===== src/rtl/fetch_buffer_if.sv =====
// Fetch/decode handshake bundle for the instruction prefetch queue.
// master = fetch+decode side, slave = the buffer itself.
interface fetch_buffer_if #(
  parameter int DEPTH = 4
);
  localparam int CW = $clog2(DEPTH) + 1;

  logic          in_valid;
  logic [31:0]   in_pc;
  logic [31:0]   in_instr;
  logic          in_ready;
  logic          out_valid;
  logic [31:0]   out_pc;
  logic [31:0]   out_instr;
  logic          out_ready;
  logic          flush;
  logic [CW-1:0] count;

  modport master (
    output in_valid, in_pc, in_instr,
    output out_ready, flush,
    input  in_ready, out_valid,
    input  out_pc, out_instr, count
  );

  modport slave (
    input  in_valid, in_pc, in_instr,
    input  out_ready, flush,
    output in_ready, out_valid,
    output out_pc, out_instr, count
  );
endinterface


===== src/rtl/fetch_buffer.sv =====
// First-word-fall-through prefetch queue between fetch and decode.
// Flush/reset drop all entries; head is muxed from registered state.
module fetch_buffer #(
  parameter int          DEPTH     = 4,
  parameter logic [31:0] NOP_INSTR = 32'h0000_0013
) (
  input logic           clock,
  input logic           reset,
  fetch_buffer_if.slave bus
);
  localparam int AW = $clog2(DEPTH);
  localparam int CW = AW + 1;
  localparam logic [CW-1:0] FULL_CNT = CW'(DEPTH);

  typedef enum logic {
    S_EMPTY,
    S_NONEMPTY
  } state_t;

  logic [63:0]   r_mem [DEPTH];
  logic [AW-1:0] r_wp;
  logic [AW-1:0] r_rp;
  logic [CW-1:0] r_count;

  state_t        w_state;
  logic          w_full;
  logic          w_in_ready;
  logic          w_out_valid;
  logic          w_push;
  logic          w_pop;
  logic [63:0]   w_head;

  always_comb begin
    w_state = S_EMPTY;
    if (r_count != '0) w_state = S_NONEMPTY;
  end

  assign w_full      = (r_count == FULL_CNT);
  assign w_in_ready  = !w_full;
  assign w_out_valid = (w_state == S_NONEMPTY);
  assign w_push      = bus.in_valid & w_in_ready;
  assign w_pop       = w_out_valid & bus.out_ready;
  assign w_head      = r_mem[r_rp];

  always_ff @(posedge clock) begin
    if (w_push && !bus.flush)
      r_mem[r_wp] <= {bus.in_pc, bus.in_instr};
  end

  always_ff @(posedge clock or posedge reset) begin
    if (reset) begin
      r_wp    <= '0;
      r_rp    <= '0;
      r_count <= '0;
    end else if (bus.flush) begin
      r_wp    <= '0;
      r_rp    <= '0;
      r_count <= '0;
    end else begin
      if (w_push) r_wp <= r_wp + AW'(1);
      if (w_pop)  r_rp <= r_rp + AW'(1);
      case ({w_push, w_pop})
        2'b10:   r_count <= r_count + CW'(1);
        2'b01:   r_count <= r_count - CW'(1);
        default: r_count <= r_count;
      endcase
    end
  end

  assign bus.in_ready  = w_in_ready;
  assign bus.out_valid = w_out_valid;
  assign bus.count     = r_count;

  // Empty buffer feeds decode a harmless NOP rather than stale data.
  always_comb begin
    bus.out_pc    = 32'h0;
    bus.out_instr = NOP_INSTR;
    if (w_out_valid) begin
      bus.out_pc    = w_head[63:32];
      bus.out_instr = w_head[31:0];
    end
  end
endmodule


===== src/flat_wrapper.sv =====
// flat-port wrapper written by rule: the top's interface ports become plain ports
module fetch_buffer_flat 
#(
  parameter int          DEPTH     = 4,
  parameter logic [31:0] NOP_INSTR = 32'h0000_0013
)
  (clock, reset, bus_in_valid, bus_in_pc, bus_in_instr, bus_out_ready, bus_flush, bus_in_ready, bus_out_valid, bus_out_pc, bus_out_instr, bus_count);
  fetch_buffer_if #(.DEPTH(DEPTH)) bus_i ();
  input logic clock;
  input logic reset;
  input wire logic [$bits(bus_i.in_valid)-1:0] bus_in_valid;
  input wire logic [$bits(bus_i.in_pc)-1:0] bus_in_pc;
  input wire logic [$bits(bus_i.in_instr)-1:0] bus_in_instr;
  input wire logic [$bits(bus_i.out_ready)-1:0] bus_out_ready;
  input wire logic [$bits(bus_i.flush)-1:0] bus_flush;
  output wire logic [$bits(bus_i.in_ready)-1:0] bus_in_ready;
  output wire logic [$bits(bus_i.out_valid)-1:0] bus_out_valid;
  output wire logic [$bits(bus_i.out_pc)-1:0] bus_out_pc;
  output wire logic [$bits(bus_i.out_instr)-1:0] bus_out_instr;
  output wire logic [$bits(bus_i.count)-1:0] bus_count;
  assign bus_i.in_valid = bus_in_valid;
  assign bus_i.in_pc = bus_in_pc;
  assign bus_i.in_instr = bus_in_instr;
  assign bus_i.out_ready = bus_out_ready;
  assign bus_i.flush = bus_flush;
  assign bus_in_ready = bus_i.in_ready;
  assign bus_out_valid = bus_i.out_valid;
  assign bus_out_pc = bus_i.out_pc;
  assign bus_out_instr = bus_i.out_instr;
  assign bus_count = bus_i.count;
  fetch_buffer #(.DEPTH(DEPTH), .NOP_INSTR(NOP_INSTR)) u_core (.clock(clock), .reset(reset), .bus(bus_i));
endmodule

===== config.mk =====
export PLATFORM = sky130hd
export DESIGN_NAME = fetch_buffer_flat
export DESIGN_NICKNAME = d
export VERILOG_FILES = /design/src/rtl/fetch_buffer_if.sv /design/src/rtl/fetch_buffer.sv /design/src/flat_wrapper.sv
export SDC_FILE = /design/constraint.sdc
export NUM_CORES = 1
export LEC_CHECK = 0
export ABC_AREA = 1
export CORE_ASPECT_RATIO = 0.9
export CORE_MARGIN = 4
export CORE_UTILIZATION = 27
export DETAILED_ROUTE_END_ITERATION = 7
export PLACE_DENSITY = 0.45
export SLEW_MARGIN = 20
export SYNTH_ARGS = -nofsm -noshare
export SYNTH_HDL_FRONTEND = slang
export SYNTH_SLANG_ARGS = --single-unit

===== constraint.sdc =====
create_clock -name clock -period 5.2 [get_ports clock]
set_input_delay 0.52 -clock clock [delete_from_list [all_inputs] [get_ports clock]]
set_output_delay 0.52 -clock clock [all_outputs]
set_load 0.01 [all_outputs]

# Yosys cells after proc, flatten, opt, wreduce, memory -nomap -nowiden
# Memory sizes are Yosys's and may differ from the RTL's.
# Cells that the tools add are included.
# op_classes
n_addsub	4
n_eq_ne	3
mux	11
bitwise	2
n_reduce_logical	7
# ops
cell	n
2-to-1 mux 32 bit	2
2-to-1 mux 2 bit	4
case mux 3 bit (2 select lines)	1
nonzero test 3 bit	2
adder 2 x 1 -> 2 bit, second input constant	2
nonzero test 2 bit	2
adder 3 x 1 -> 3 bit, second input constant	1
== test 3 bit, second input constant	1
2-to-1 mux 1 bit	3
2-to-1 mux 3 bit	1
subtractor 3 x 1 -> 3 bit, second input constant	1
bitwise AND 1 bit	2
== test 2 x 1 -> 1 bit, second input constant	1
== test 2 bit, second input constant	1
zero test 1 bit	2
logical AND 1 bit	1
# totals
regBits	7
ramBits	256
inputBits	69
out_inout_bits	69
word_cells	31
mem_count	1
# memory_table
memory	words	word_bits	rd	rd_ports_with_merged_regs	wr	line_no	source
u_core.r_mem	4	64	1	0	1	fetch_buffer.sv:20	logic [63:0] r_mem [DEPTH];

# Longest topological paths before layout
# Gate-level depths: netlist (run 1).
# logic_depth
depth_word	6
ltp_mapped	12
depth_no_buf	12

# Worst setup path before layout (run 1)
# Ideal clock, no wire load.
# synth_timing
path_kind	flip-flop to flip-flop
startpoint	register u_core.r_count[0] (netlist: u_core.bus.count[0])
endpoint	memory u_core.r_mem[0][0], enable pin
setup_ns	0.486
t_arrival_ns	3.627
t_required_ns	4.714
setup_slack_ns	1.086
path_stages_with_launch	7
path_buffers	0
period_less_slack_ns	4.114
cell_sequence	dfrtp_1 -> nor2_1 -> nand2_1 -> nand2_2 -> inv_1 -> nand2_1 -> nor2_1
# synth_via
elab_chain_cells	6
# synth_lines
element	line_no	source
start, declared	fetch_buffer.sv:23	logic [CW-1:0] r_count;
start signal, assigned	fetch_buffer.sv:63	2'b10: r_count <= r_count + CW'(1);
start signal, assigned	fetch_buffer.sv:64	2'b01: r_count <= r_count - CW'(1);
start signal, assigned	fetch_buffer.sv:65	default: r_count <= r_count;
== test 3 bit	fetch_buffer.sv:38	assign w_full = (r_count == FULL_CNT);
zero test 1 bit	fetch_buffer.sv:39	assign w_in_ready = !w_full;
net bus_in_ready	flat_wrapper.sv:16	output wire logic [$bits(bus_i.in_ready)-1:0] bus_in_ready;
bitwise AND 1 bit	fetch_buffer.sv:41	assign w_push = bus.in_valid & w_in_ready;
logical AND 1 bit	fetch_buffer.sv:46	if (w_push && !bus.flush)
2-to-1 mux 1 bit	fetch_buffer.sv:46	
2-to-1 mux 1 bit (implied by the code)	fetch_buffer.sv:47	r_mem[r_wp] <= {bus.in_pc, bus.in_instr};
end, declared	fetch_buffer.sv:20	
# The timed path passes the listed nets, and every way through them passes these cells.

# Worst setup path in the final report (run 1)
# layout_timing
startpoint	register u_core.r_rp[1]
endpoint	output bus_out_instr[19]
# layout_via
elab_chain_cells	2
# layout_lines
element	line_no	source
start, declared	fetch_buffer.sv:22	logic [AW-1:0] r_rp;
start signal, assigned	fetch_buffer.sv:61	if (w_pop) r_rp <= r_rp + AW'(1);
memory read (4 x 64 bit)	-	
2-to-1 mux 32 bit	fetch_buffer.sv:78	if (w_out_valid) begin
end, declared	flat_wrapper.sv:19	output wire logic [$bits(bus_i.out_instr)-1:0] bus_out_instr;
# Every way passes these cells.

==> results of run 1 <==
## flip-flops by register name, summed over array words and instances, names as in the netlist
signal / count
u_core.r_mem: 256
u_core.bus.count: 3
u_core.r_rp: 2
u_core.r_wp: 2
## kinds of logic after synthesis
group / after synthesis / synth area share (%)
adder cells (fa/ha/maj): 5 / 0.677
AO/OA/AOI/OAI: 195 / 9.54
XOR/XNOR: 1 / 0.0846
buffers and inverters: 64 / 3.14
flip-flops: 263 / 76.0
AND/OR/NAND/NOR: 287 / 10.6
## power by group
group	switching, mW	total [mW]	internal (mW)
Sequential	0.113	2.57	2.45
Combinational	1.20	2.09	0.890
Clock	0.795	1.85	1.06
## final cells by class
cell class                 count  area (µm²)
multi-input combinational    488        2190
tap                          483         604
clock buffer                  35         748
timing repair buffer         151        1480
inverter                      16        62.6
fill                        3717       24500
clock inverter                16        97.6
sequential                   263        7870
## how the worst max path moves through the flow
stage | startpoint | endpoint | slack [ns]
after CTS | u_core.r_rp[1]$_DFFE_PP0P_ | bus_out_instr[29] | 1.02
after global placement | u_core.r_rp[0]$_DFFE_PP0P_ | bus_out_instr[6] | 1.63
final | u_core.r_rp[1]$_DFFE_PP0P_ | bus_out_instr[19] | 1.10
after global routing | u_core.r_rp[1]$_DFFE_PP0P_ | bus_out_instr[19] | 0.86
after floorplan | u_core.bus.count[0]$_DFFE_PP0P_ | u_core.r_mem[0][0]$_DFFE_PP_ | 1.09
after detailed placement | u_core.r_rp[1]$_DFFE_PP0P_ | bus_out_instr[29] | 1.61
## cell usage after synthesis
cell,count,area [µm²]
buf_6,2,22.5
nor2_2,1,6.26
o311ai_0,3,26.3
inv_1,13,48.8
nand2_1,17,63.8
buf_2,14,70.1
nand2_2,2,12.5
xnor2_1,1,8.76
nor2_1,261,980
clkinv_1,1,3.75
inv_2,2,7.51
dfrtp_1,7,175
edfxtp_1,256,7690
fa_1,1,20.0
ha_1,4,50.1
o21ai_1,4,20.0
a21oi_1,64,320
nand3_1,5,25.0
o21ai_0,124,621
clkbuf_1,15,56.3
buf_1,3,11.3
buf_4,14,105
nand3b_1,1,7.51
## cells in the final DEF (no fill, tap or decap), types with 6 or more instances in the layout
cell type | synthesis | routed
nor2_1 | 261 | 257
inv_1 | 13 | 12
clkbuf_1 | 15 | 6
buf_4 | 14 | 14
edfxtp_1 | 256 | 256
o21ai_0 | 124 | 124
clkinv_1 | 1 | 11
clkdlybuf4s50_1 | 0 | 137
a21oi_1 | 64 | 64
clkbuf_16 | 0 | 29
nand2_1 | 17 | 17
## metal layers
layer  vias to the layer above  track usage [%]  part of all wire [%]
li1                       3150                -                     -
met4                         2             2.06                   1.7
met1                      3104             17.2                    47
met5                         -                0                 0.050
met2                       135             19.7                    45
met3                        30             2.98                   5.7
## through the flow
step	instance area [µm²]	setup WS, ns	total power [mW]	std cells
floorplan	10300	1.09	3.63	815
global placement	12200	1.63	4.77	1401
detailed placement	12200	1.61	4.77	1401
CTS	13000	1.02	6.66	1452
global route	13000	0.861	6.92	1452
finish	13000	1.10	6.51	1452
==> metrics.md, run 1 <==
| Metric | Value |
|---|---|
| #FFs+latches synth | `263` |
| CP arrival | `3.58 ns` |
| DRT iter0 DRCs | `414` |
| Synthesized cell area | `10,300 µm²` |
| Number of global-route vias before repair | `roughly 6,600` |
| Hold buffers post-CTS | `0` |
| Fin crit share | `78.8%` |
| Gr usage total | `12.2%` |
| CTS buffer count | `29` |
| Clock-pin transition on the worst setup and hold timing paths | `0.06 ns` |
| Skew final | `0.0105 ns` |
| Worst Path Buf+Inv | `3` |
| Largest net degree at the start of global routing | `70` |
| Leak | `4.33 nW` |
| Post-CTS setup buffer count | `0` |
| Cts repair resizes | `0` |
| # IOs | `138` |
| Synth Area per Inst | `12.7 µm²` |
| Post-DP HPWL | `approximately 15,000 µm` |
| Synth warnings | `0` |
| Layout area overhead | `26.1%` |
| Die height | `194 µm` |
| # diodes | `0` |
| Final Util | `34.7%` |
| Outcome | `completed` |
| Yosys cell types | `23` |
| Maximum vdd ir drop | `207 µV` |
| Gr ovfl total | `0` |
| # DRC | `0` |
| Setup CP Type | `flop to output port` |
| Final GP Congestion | `approximately 0.70` |
| Fin. max-slew vios | `0` |
| Setup TNS | `0 ns` |
| Slowest CP cell | `dfrtp_2` |
| Startpoint types | `flop` |
| Routed WL | `26,100 µm` |
| Die Wd | `214 µm` |
| Max-slew headroom | `31.9%` |
| Slew @ Worst Pin | `1.02 ns` |
| Fmax | `244 MHz` |
| Crit. path cell count | `6` |
| Initial Util | `about 28%` |
| Routed WL per cell | `18.0 µm` |
| CORE AREA | `about 38,000 µm²` |
| Post-synthesis cell count | `815` |
| Synth Net Count | `889` |
| CP Cell Sequence | `inv_2 -> buf_4 -> nor2_1 -> o21ai_0 -> a21oi_1 -> clkdlybuf4s50_1` |
| Total number of vias | `6,421` |
| Final hold violations | `0` |
| Critical path fanouts, max | `36` |
| CP Data Required Time | `4.68 ns` |
| Drt first pass iters | `4` |
| Die ar. | `41,500 µm²` |
| First-pass GRT wire length | `between 40,000 and 50,000 µm` |
| Max_cap viols | `0` |
| R2R setup slack | `2.78 ns` |
| Vias per inst | `4.42` |
| Clk Latency, worst-skew pair | `0.53 ns` |
| Worst r2r src | `u_core.bus.count[0]$_DFFE_PP0P_` |
| Antenna-violating nets left | `0` |
| Rows | `67` |
| H-tree depth | `1` |
| TritonCTS clock tree | `built` |
| Clock net sink count | `263` |
| Longest Clk Path Bufs | `3` |
| Worst hold path type | `input pin to asynchronous set/reset pin` |
| Shortest period the worst path allows | `4.10 ns` |
| CP peak stage delay | `between 0.9 and 1 ns` |
| Post-layout nets | `1,023` |
| CTS Root Buffer Type | `clkbuf_16` |
| Crit end category | `output port` |
| Unrepaired setup endpoints after global routing | `no` |
| Initial antenna violation count | `1` |
| Family with the most delay on the worst path | `buffers and inverters` |
| Port Buffers | `137` |
| Worst r2r path cells | `7` |
| Reg2reg end | `u_core.r_mem[3][10]$_DFFE_PP_` |
| Worst hold slack | `0.212 ns` |
| Sequential fraction of the synthesis area | `~76%` |
| Final setup vio count | `0` |
| PD cells | `between 400 and 500 nW/µm²` |
| Share of layout cells above drive strength 1 | `around 6.3%` |
No activity file was read; power rests on OpenSTA's default activity.
==> run 2: changes to the inputs <==
--- a/config.mk
+++ b/config.mk
@@ -10,7 +10,7 @@
 export CORE_MARGIN = 4
 export CORE_UTILIZATION = 27
 export DETAILED_ROUTE_END_ITERATION = 7
-export PLACE_DENSITY = 0.45
+export PLACE_DENSITY = 0.47
 export SLEW_MARGIN = 20
 export SYNTH_ARGS = -nofsm -noshare
 export SYNTH_HDL_FRONTEND = slang
==> constraint.sdc (replaced) <==
create_clock -name clock -period 3.5 [get_ports clock]
set_input_delay 0.35 -clock clock [delete_from_list [all_inputs] [get_ports clock]]
set_output_delay 0.35 -clock clock [all_outputs]
set_load 0.01 [all_outputs]
==> metrics.md, run 2 (synthesized netlist as in run 1, its figures left out) <==
| Metric | Value |
|---|---|
| R2R setup slack | `1.33 ns (-1.45 ns)` |
| Fin crit share | `91.0%` |
| Critical path fanouts, max | `59 (+64%)` |
| Cts repair resizes | `0 (unchanged)` |
| Gr usage total | `12.0% (-0.25 points)` |
| Number of global-route vias before repair | `6,584 (+0.18%)` |
| Port Buffers | `137 (unchanged)` |
| Pwr Total | `9.99 mW (+54%)` |
| Reg with most FFs | `u_core.r_mem` |
| Leak | `4.44 nW (+2.6%)` |
| Largest net degree at the start of global routing | `71 (+1.4%)` |
| Antenna-violating nets left | `0 (unchanged)` |
| Clk Latency, worst-skew pair | `0.55 ns (+0.02 ns)` |
| Routing usage on met1 | `16.4% (-0.82 points)` |
| GR Util met2 | `19.9% (+0.20 points)` |
| Design Area, Final | `13,300 µm² (+1.8%)` |
| Die Wd | `214 µm (unchanged)` |
| Setup CP Type | `flop to output port` |
| DRT iter0 DRCs | `399 (-3.6%)` |
| Die ar. | `41,500 µm² (unchanged)` |
| TritonCTS clock tree | `built` |
| Post-CTS setup buffer count | `0 (unchanged)` |
| Max reg flops | `256 (unchanged)` |
| Skew final | `0.00796 ns (-0.00253 ns)` |
| Worst r2r path cells | `7 (unchanged)` |
| Shortest period the worst path allows | `3.19 ns` |
| Grt met3 use | `2.57% (-0.41 points)` |
| Vias per inst | `4.43 (+0.19%)` |
| Initial Util | `27.6% (unchanged)` |
| First-pass GRT wire length | `39,500 µm (-2.2%)` |
| Routed WL per cell | `17.4 µm (-2.8%)` |
| Final GP Congestion | `0.694 (-0.49%)` |
| CTS Root Buffer Type | `clkbuf_16` |
| Clock-pin transition on the worst setup and hold timing paths | `0.06 ns (about the same)` |
| Fmax | `314 MHz` |
| CP arrival | `2.84 ns (-0.74 ns)` |
| H-tree depth | `1 (unchanged)` |
| Hold buffers post-CTS | `0 (unchanged)` |
| Startpoint types | `flop` |
| Crit end category | `output port` |
| Commonest cells after routing, fill and taps aside | `257 x nor2_1, 256 x edfxtp_1, 137 x clkdlybuf4s50_1, 124 x o21ai_0, 64 x a21oi_1` |
| Slew @ Worst Pin | `0.614 ns (-0.408 ns)` |
| Outcome | `completed` |
| Placed cell count | `1,406 (+0.36%)` |
| CORE AREA | `37,600 µm² (unchanged)` |
| Total number of vias | `6,464 (+0.67%)` |
| Longest Clk Path Bufs | `3 (unchanged)` |
| Die height | `194 µm (unchanged)` |
| Layout area overhead | `28.4%` |
| Rows | `67 (unchanged)` |
| Routed WL | `25,500 µm (-2.3%)` |
| Final setup vio count | `0 (unchanged)` |
| Maximum vdd ir drop | `345 µV (+67%)` |
| Filler cells | `3,683 (-0.91%)` |
| Worst hold path type | `input pin to asynchronous set/reset pin` |
| Clock net sink count | `263 (unchanged)` |
| Post-DP HPWL | `14,500 µm (-0.63%)` |
| Unrepaired setup endpoints after global routing | `no` |
| Final hold violations | `0 (unchanged)` |
| Max_cap viols | `0 (unchanged)` |
| # diodes | `0 (unchanged)` |
| CP Data Required Time | `3.15 ns (-1.53 ns)` |
| # IOs | `138 (unchanged)` |
| Post-layout nets | `1,028 (+0.49%)` |
| CTS buffer count | `29 (unchanged)` |
| Fin. max-slew vios | `0 (unchanged)` |
| Max-slew headroom | `58.6% (+27 points)` |
| GRT busiest layer | `met2` |
| Share of layout cells above drive strength 1 | `7.58% (+1.3 points)` |
| Placed inst area | `12,300 µm² (+1.1%)` |
| PD cells | `752 nW/µm² (+51%)` |
| Initial antenna violation count | `1 (unchanged)` |
| Gr ovfl total | `0 (unchanged)` |
| Final Non-Filler Cells | `1,459 (+0.48%)` |
| Most common cell after layout, fill and taps aside | `nor2_1` |
| Drt first pass iters | `4 (unchanged)` |
| # DRC | `0 (unchanged)` |
-- run 2: cell count changes in the layout (fill, tap and decap cells not counted), sizes merged --
cell / delta
buf: +5
clkbuf: -5
clkinv: +5
bufinv: +3
inv: -1
-- run 2: power by group --
part	total (mW)	switching, mW	internal (mW)
clock network	3.02	1.22	1.80
registers	3.73	0.0886	3.64
logic	3.25	1.85	1.39
total	9.99	3.16	6.83
-- run 2: area by class of cell --
| class | count | area, µm² | share of cell area [%] |
|---|---|---|---|
| timing repair buffer | 156 | 1610 | 12.2 |
| sequential | 263 | 7870 | 59.2 |
| inverter | 16 | 61.3 | 0.462 |
| multi-input combinational | 488 | 2190 | 16.5 |
| tap | 483 | 604 | 4.55 |
| clock inverter | 23 | 216 | 1.63 |
| clock buffer | 30 | 729 | 5.49 |
-- run 2: worst max-delay path, cell delays in order (launching register included) --
cell	delay (ns)
dfrtp_4	0.61
clkinv_2	0.13
buf_12	0.26
nor2_1	0.06
o311ai_0	0.53
clkdlybuf4s50_1	0.66
-- run 2: stage by stage --
step | utilization (%) | setup TNS, ns | hold WS [ns] | setup slack [ns]
4_1_cts | 35.4 | 0 | 0.0165 | 0.225
3_5_place_dp | 32.9 | 0 | 0.559 | 0.836
5_1_grt | 35.4 | 0 | 0.0563 | 0.0842
6_report | 35.4 | 0 | 0.0457 | 0.314
3_3_place_gp | 32.9 | 0 | 0.550 | 0.791
2_1_floorplan | - | -157.08 | 0.153 | -0.614
-- run 2: routing by layer --
| layer | up-vias | routed length, µm |
|---|---|---|
| met5 | - | 20 |
| met4 | 2 | 482 |
| met3 | 36 | 1000 |
| met2 | 125 | 11800 |
| met1 | 3140 | 12200 |
| li1 | 3161 | - |
-- run 2: path summary, 6_finish.rpt --
kind                                                 start                              end
max                             u_core.r_rp[0]$_DFFE_PP0P_                 bus_out_instr[1]
min                                                  reset  u_core.bus.count[2]$_DFFE_PP0P_
max reg2reg                u_core.bus.count[0]$_DFFE_PP0P_     u_core.r_mem[3][9]$_DFFE_PP_
min reg2reg                u_core.bus.count[1]$_DFFE_PP0P_  u_core.bus.count[1]$_DFFE_PP0P_
max in group asynchronous                            reset       u_core.r_rp[0]$_DFFE_PP0P_
min in group clock                           bus_out_ready       u_core.r_rp[0]$_DFFE_PP0P_
==> run 3: changes to the inputs <==
==> constraint.sdc (replaced) <==
create_clock -name clock -period 2.6 [get_ports clock]
set_input_delay 0.26 -clock clock [delete_from_list [all_inputs] [get_ports clock]]
set_output_delay 0.26 -clock clock [all_outputs]
set_load 0.01 [all_outputs]
==> metrics.md, run 3 (synthesized netlist as in run 1, its figures left out) <==
| Metric | Value |
|---|---|
| Outcome | `completed` |
| CP Cell Sequence | `buf_4 -> inv_8 -> buf_12 -> o21ai_0 -> a21oi_1 -> dlygate4sd2_1` |
| CP Data Required Time | `2.34 ns (-0.81 ns)` |
| Skew final | `0.00658 ns (-0.00137 ns)` |
| Reg2reg end | `u_core.r_mem[1][61]$_DFFE_PP_` |
| Critical path fanouts, max | `26 (-56%)` |
| Rows | `67 (unchanged)` |
| Hold Crit Endpoint | `u_core.r_mem[0][0]$_DFFE_PP_` |
| Largest net degree at the start of global routing | `72 (+1.4%)` |
| Post-layout nets | `1,040 (+1.2%)` |
| Max_cap viols | `0 (unchanged)` |
| # diodes | `0 (unchanged)` |
| Hold Path Cell Cnt | `1` |
| Worst hold path type | `input pin to flop` |
| Total number of vias | `6,447 (-0.26%)` |
| Shortest period the worst path allows | `2.50 ns` |
| DRT iter0 DRCs | `364 (-8.8%)` |
| Max reg flops | `256 (unchanged)` |
| Vias per inst | `4.39 (-0.94%)` |
| Startpoint types | `flop` |
| Die Wd | `214 µm (unchanged)` |
| Most common cell after layout, fill and taps aside | `nor2_1` |
| Setup CP Type | `flop to output port` |
| # DRC | `0 (unchanged)` |
| PD cells | `973 nW/µm² (+29%)` |
| CTS Root Buffer Type | `clkbuf_16` |
| Port Buffers | `137 (unchanged)` |
| Design Area, Final | `13,500 µm² (+1.3%)` |
| Crit end category | `output port` |
| Maximum vdd ir drop | `437 µV (+27%)` |
| Drt first pass iters | `4 (unchanged)` |
| Routed WL per cell | `17.4 µm (-0.45%)` |
| Worst r2r path cells | `7 (unchanged)` |
| CP arrival | `2.24 ns (-0.60 ns)` |
| Commonest cells after routing, fill and taps aside | `257 x nor2_1, 256 x edfxtp_1, 124 x o21ai_0, 73 x clkdlybuf4s50_1, 62 x a21oi_1` |
| Final GP Congestion | `0.695 (about the same)` |
| Longest Clk Path Bufs | `3 (unchanged)` |
| Max-slew headroom | `68.5% (+10 points)` |
| R2R setup slack | `0.67 ns (-0.66 ns)` |
| Reg with most FFs | `u_core.r_mem` |
| Final hold violations | `0 (unchanged)` |
| Number of global-route vias before repair | `6,501 (-1.3%)` |
| CP peak stage delay | `0.50 ns (-0.16 ns)` |
| Layout area overhead | `30.0%` |
| Leak | `4.78 nW (+7.6%)` |
| Die ar. | `41,500 µm² (unchanged)` |
| Placed inst area | `12,500 µm² (+1.4%)` |
| Routed WL | `25,500 µm (+0.24%)` |
| First-pass GRT wire length | `38,900 µm (-1.6%)` |
| Initial antenna violation count | `2 (+1)` |
| Worst r2r src | `u_core.bus.count[0]$_DFFE_PP0P_` |
| CTS buffer count | `29 (unchanged)` |
| Final setup vio count | `0 (unchanged)` |
| Clk Latency, worst-skew pair | `0.53 ns (-0.02 ns)` |
| H-tree depth | `1 (unchanged)` |
| Gr usage total | `11.8% (-0.23 points)` |
| Filler cells | `3,670 (-0.35%)` |
| Fmax | `401 MHz` |
| Gr ovfl total | `0 (unchanged)` |
| Clock net sink count | `263 (unchanged)` |
| CORE AREA | `37,600 µm² (unchanged)` |
| Slowest CP cell | `dfrtp_4` |
| Fin. max-slew vios | `0 (unchanged)` |
| # IOs | `138 (unchanged)` |
| Die height | `194 µm (unchanged)` |
| Antenna-violating nets left | `0 (unchanged)` |
| HP Start | `bus_in_instr[0]` |
| Share of layout cells above drive strength 1 | `8.82% (+1.2 points)` |
| Slew @ Worst Pin | `0.472 ns (-0.142 ns)` |
| Post-DP HPWL | `14,600 µm (+0.78%)` |
| Pwr Total | `13.1 mW (+31%)` |
| Fin crit share | `96.0%` |
| Initial Util | `27.6% (unchanged)` |
| Clock-pin transition on the worst setup and hold timing paths | `0.06 ns (about the same)` |
| TritonCTS clock tree | `built` |
[run 3: worst max-delay path by stage]
stage,from,end,slack [ns],cells after the start
detailed placement,u_core.r_rp[0]$_DFFE_PP0P_,bus_out_instr[4],0.35,4
finish,u_core.r_rp[0]$_DFFE_PP0P_,bus_out_pc[0],0.10,6
global placement,u_core.r_rp[0]$_DFFE_PP0P_,bus_out_instr[7],0.40,6
floorplan,u_core.bus.count[0]$_DFFE_PP0P_,u_core.r_mem[0][0]$_DFFE_PP_,-0.49,6
global route,u_core.r_rp[0]$_DFFE_PP0P_,bus_out_pc[14],-0.004,7
CTS,u_core.r_rp[0]$_DFFE_PP0P_,bus_out_pc[30],-0.1,6
[run 3: per-layer routing]
layer	vias to the layer above	share of wire, %	global-route usage (%)
li1	3192	-	-
met1	3064	47	16.0
met2	150	46	19.5
met3	37	5.1	2.71
met4	4	1.9	2.23
met5	-	0.12	0
[run 3: worst max-delay path, delay by kind of cell, from the launching register on]
family                 cells  cell delay [ns]
AO/OA/AOI/OAI              2             0.42
buffers and inverters      4             0.77
flip-flops                 1             0.50
[run 3: layout make-up]
type                    instances  area [µm²]  area share, %
repair buffers                168        1850           13.7
clock buffers                  34         744           5.53
flip-flops and latches        263        7870           58.5
well taps                     483         604           4.49
inverters                      16        67.6          0.502
multi-input cells             488        2210           16.4
clock inverters                17         116          0.865
[run 3: power by group]
part | internal, mW | switching, mW | total, mW
clock network | 2.13 | 1.58 | 3.71
registers | 4.91 | 0.0764 | 4.98
logic | 1.78 | 2.62 | 4.40
total | 8.82 | 4.27 | 13.1
[run 3: stage by stage]
stage | hold WS [ns] | TNS (ns) | utilization (%) | setup slack, ns | std cells
after CTS | 0.344 | -0.284 | 35.7 | -0.0957 | 1466
final | 0.369 | 0 | 35.8 | 0.104 | 1469
after detailed placement | 0.542 | 0 | 33.3 | 0.354 | 1412
after global placement | 0.540 | 0 | 33.3 | 0.397 | 1412
after floorplan | 0.0634 | -124.74 | - | -0.487 | 815
after global routing | 0.356 | -0.00801 | 35.8 | -0.00402 | 1469
[run 3: repair_timing]
action | 4_1_cts | 5_1_grt
setup buffers | 1 | 2
hold endpoints to repair | 7 | 0
pin swaps | 4 | 0
setup endpoints to repair | 64 | 10
cloned | 1 | 1
hold buffers | 1 | 0
gates resized for setup | 69 | 9
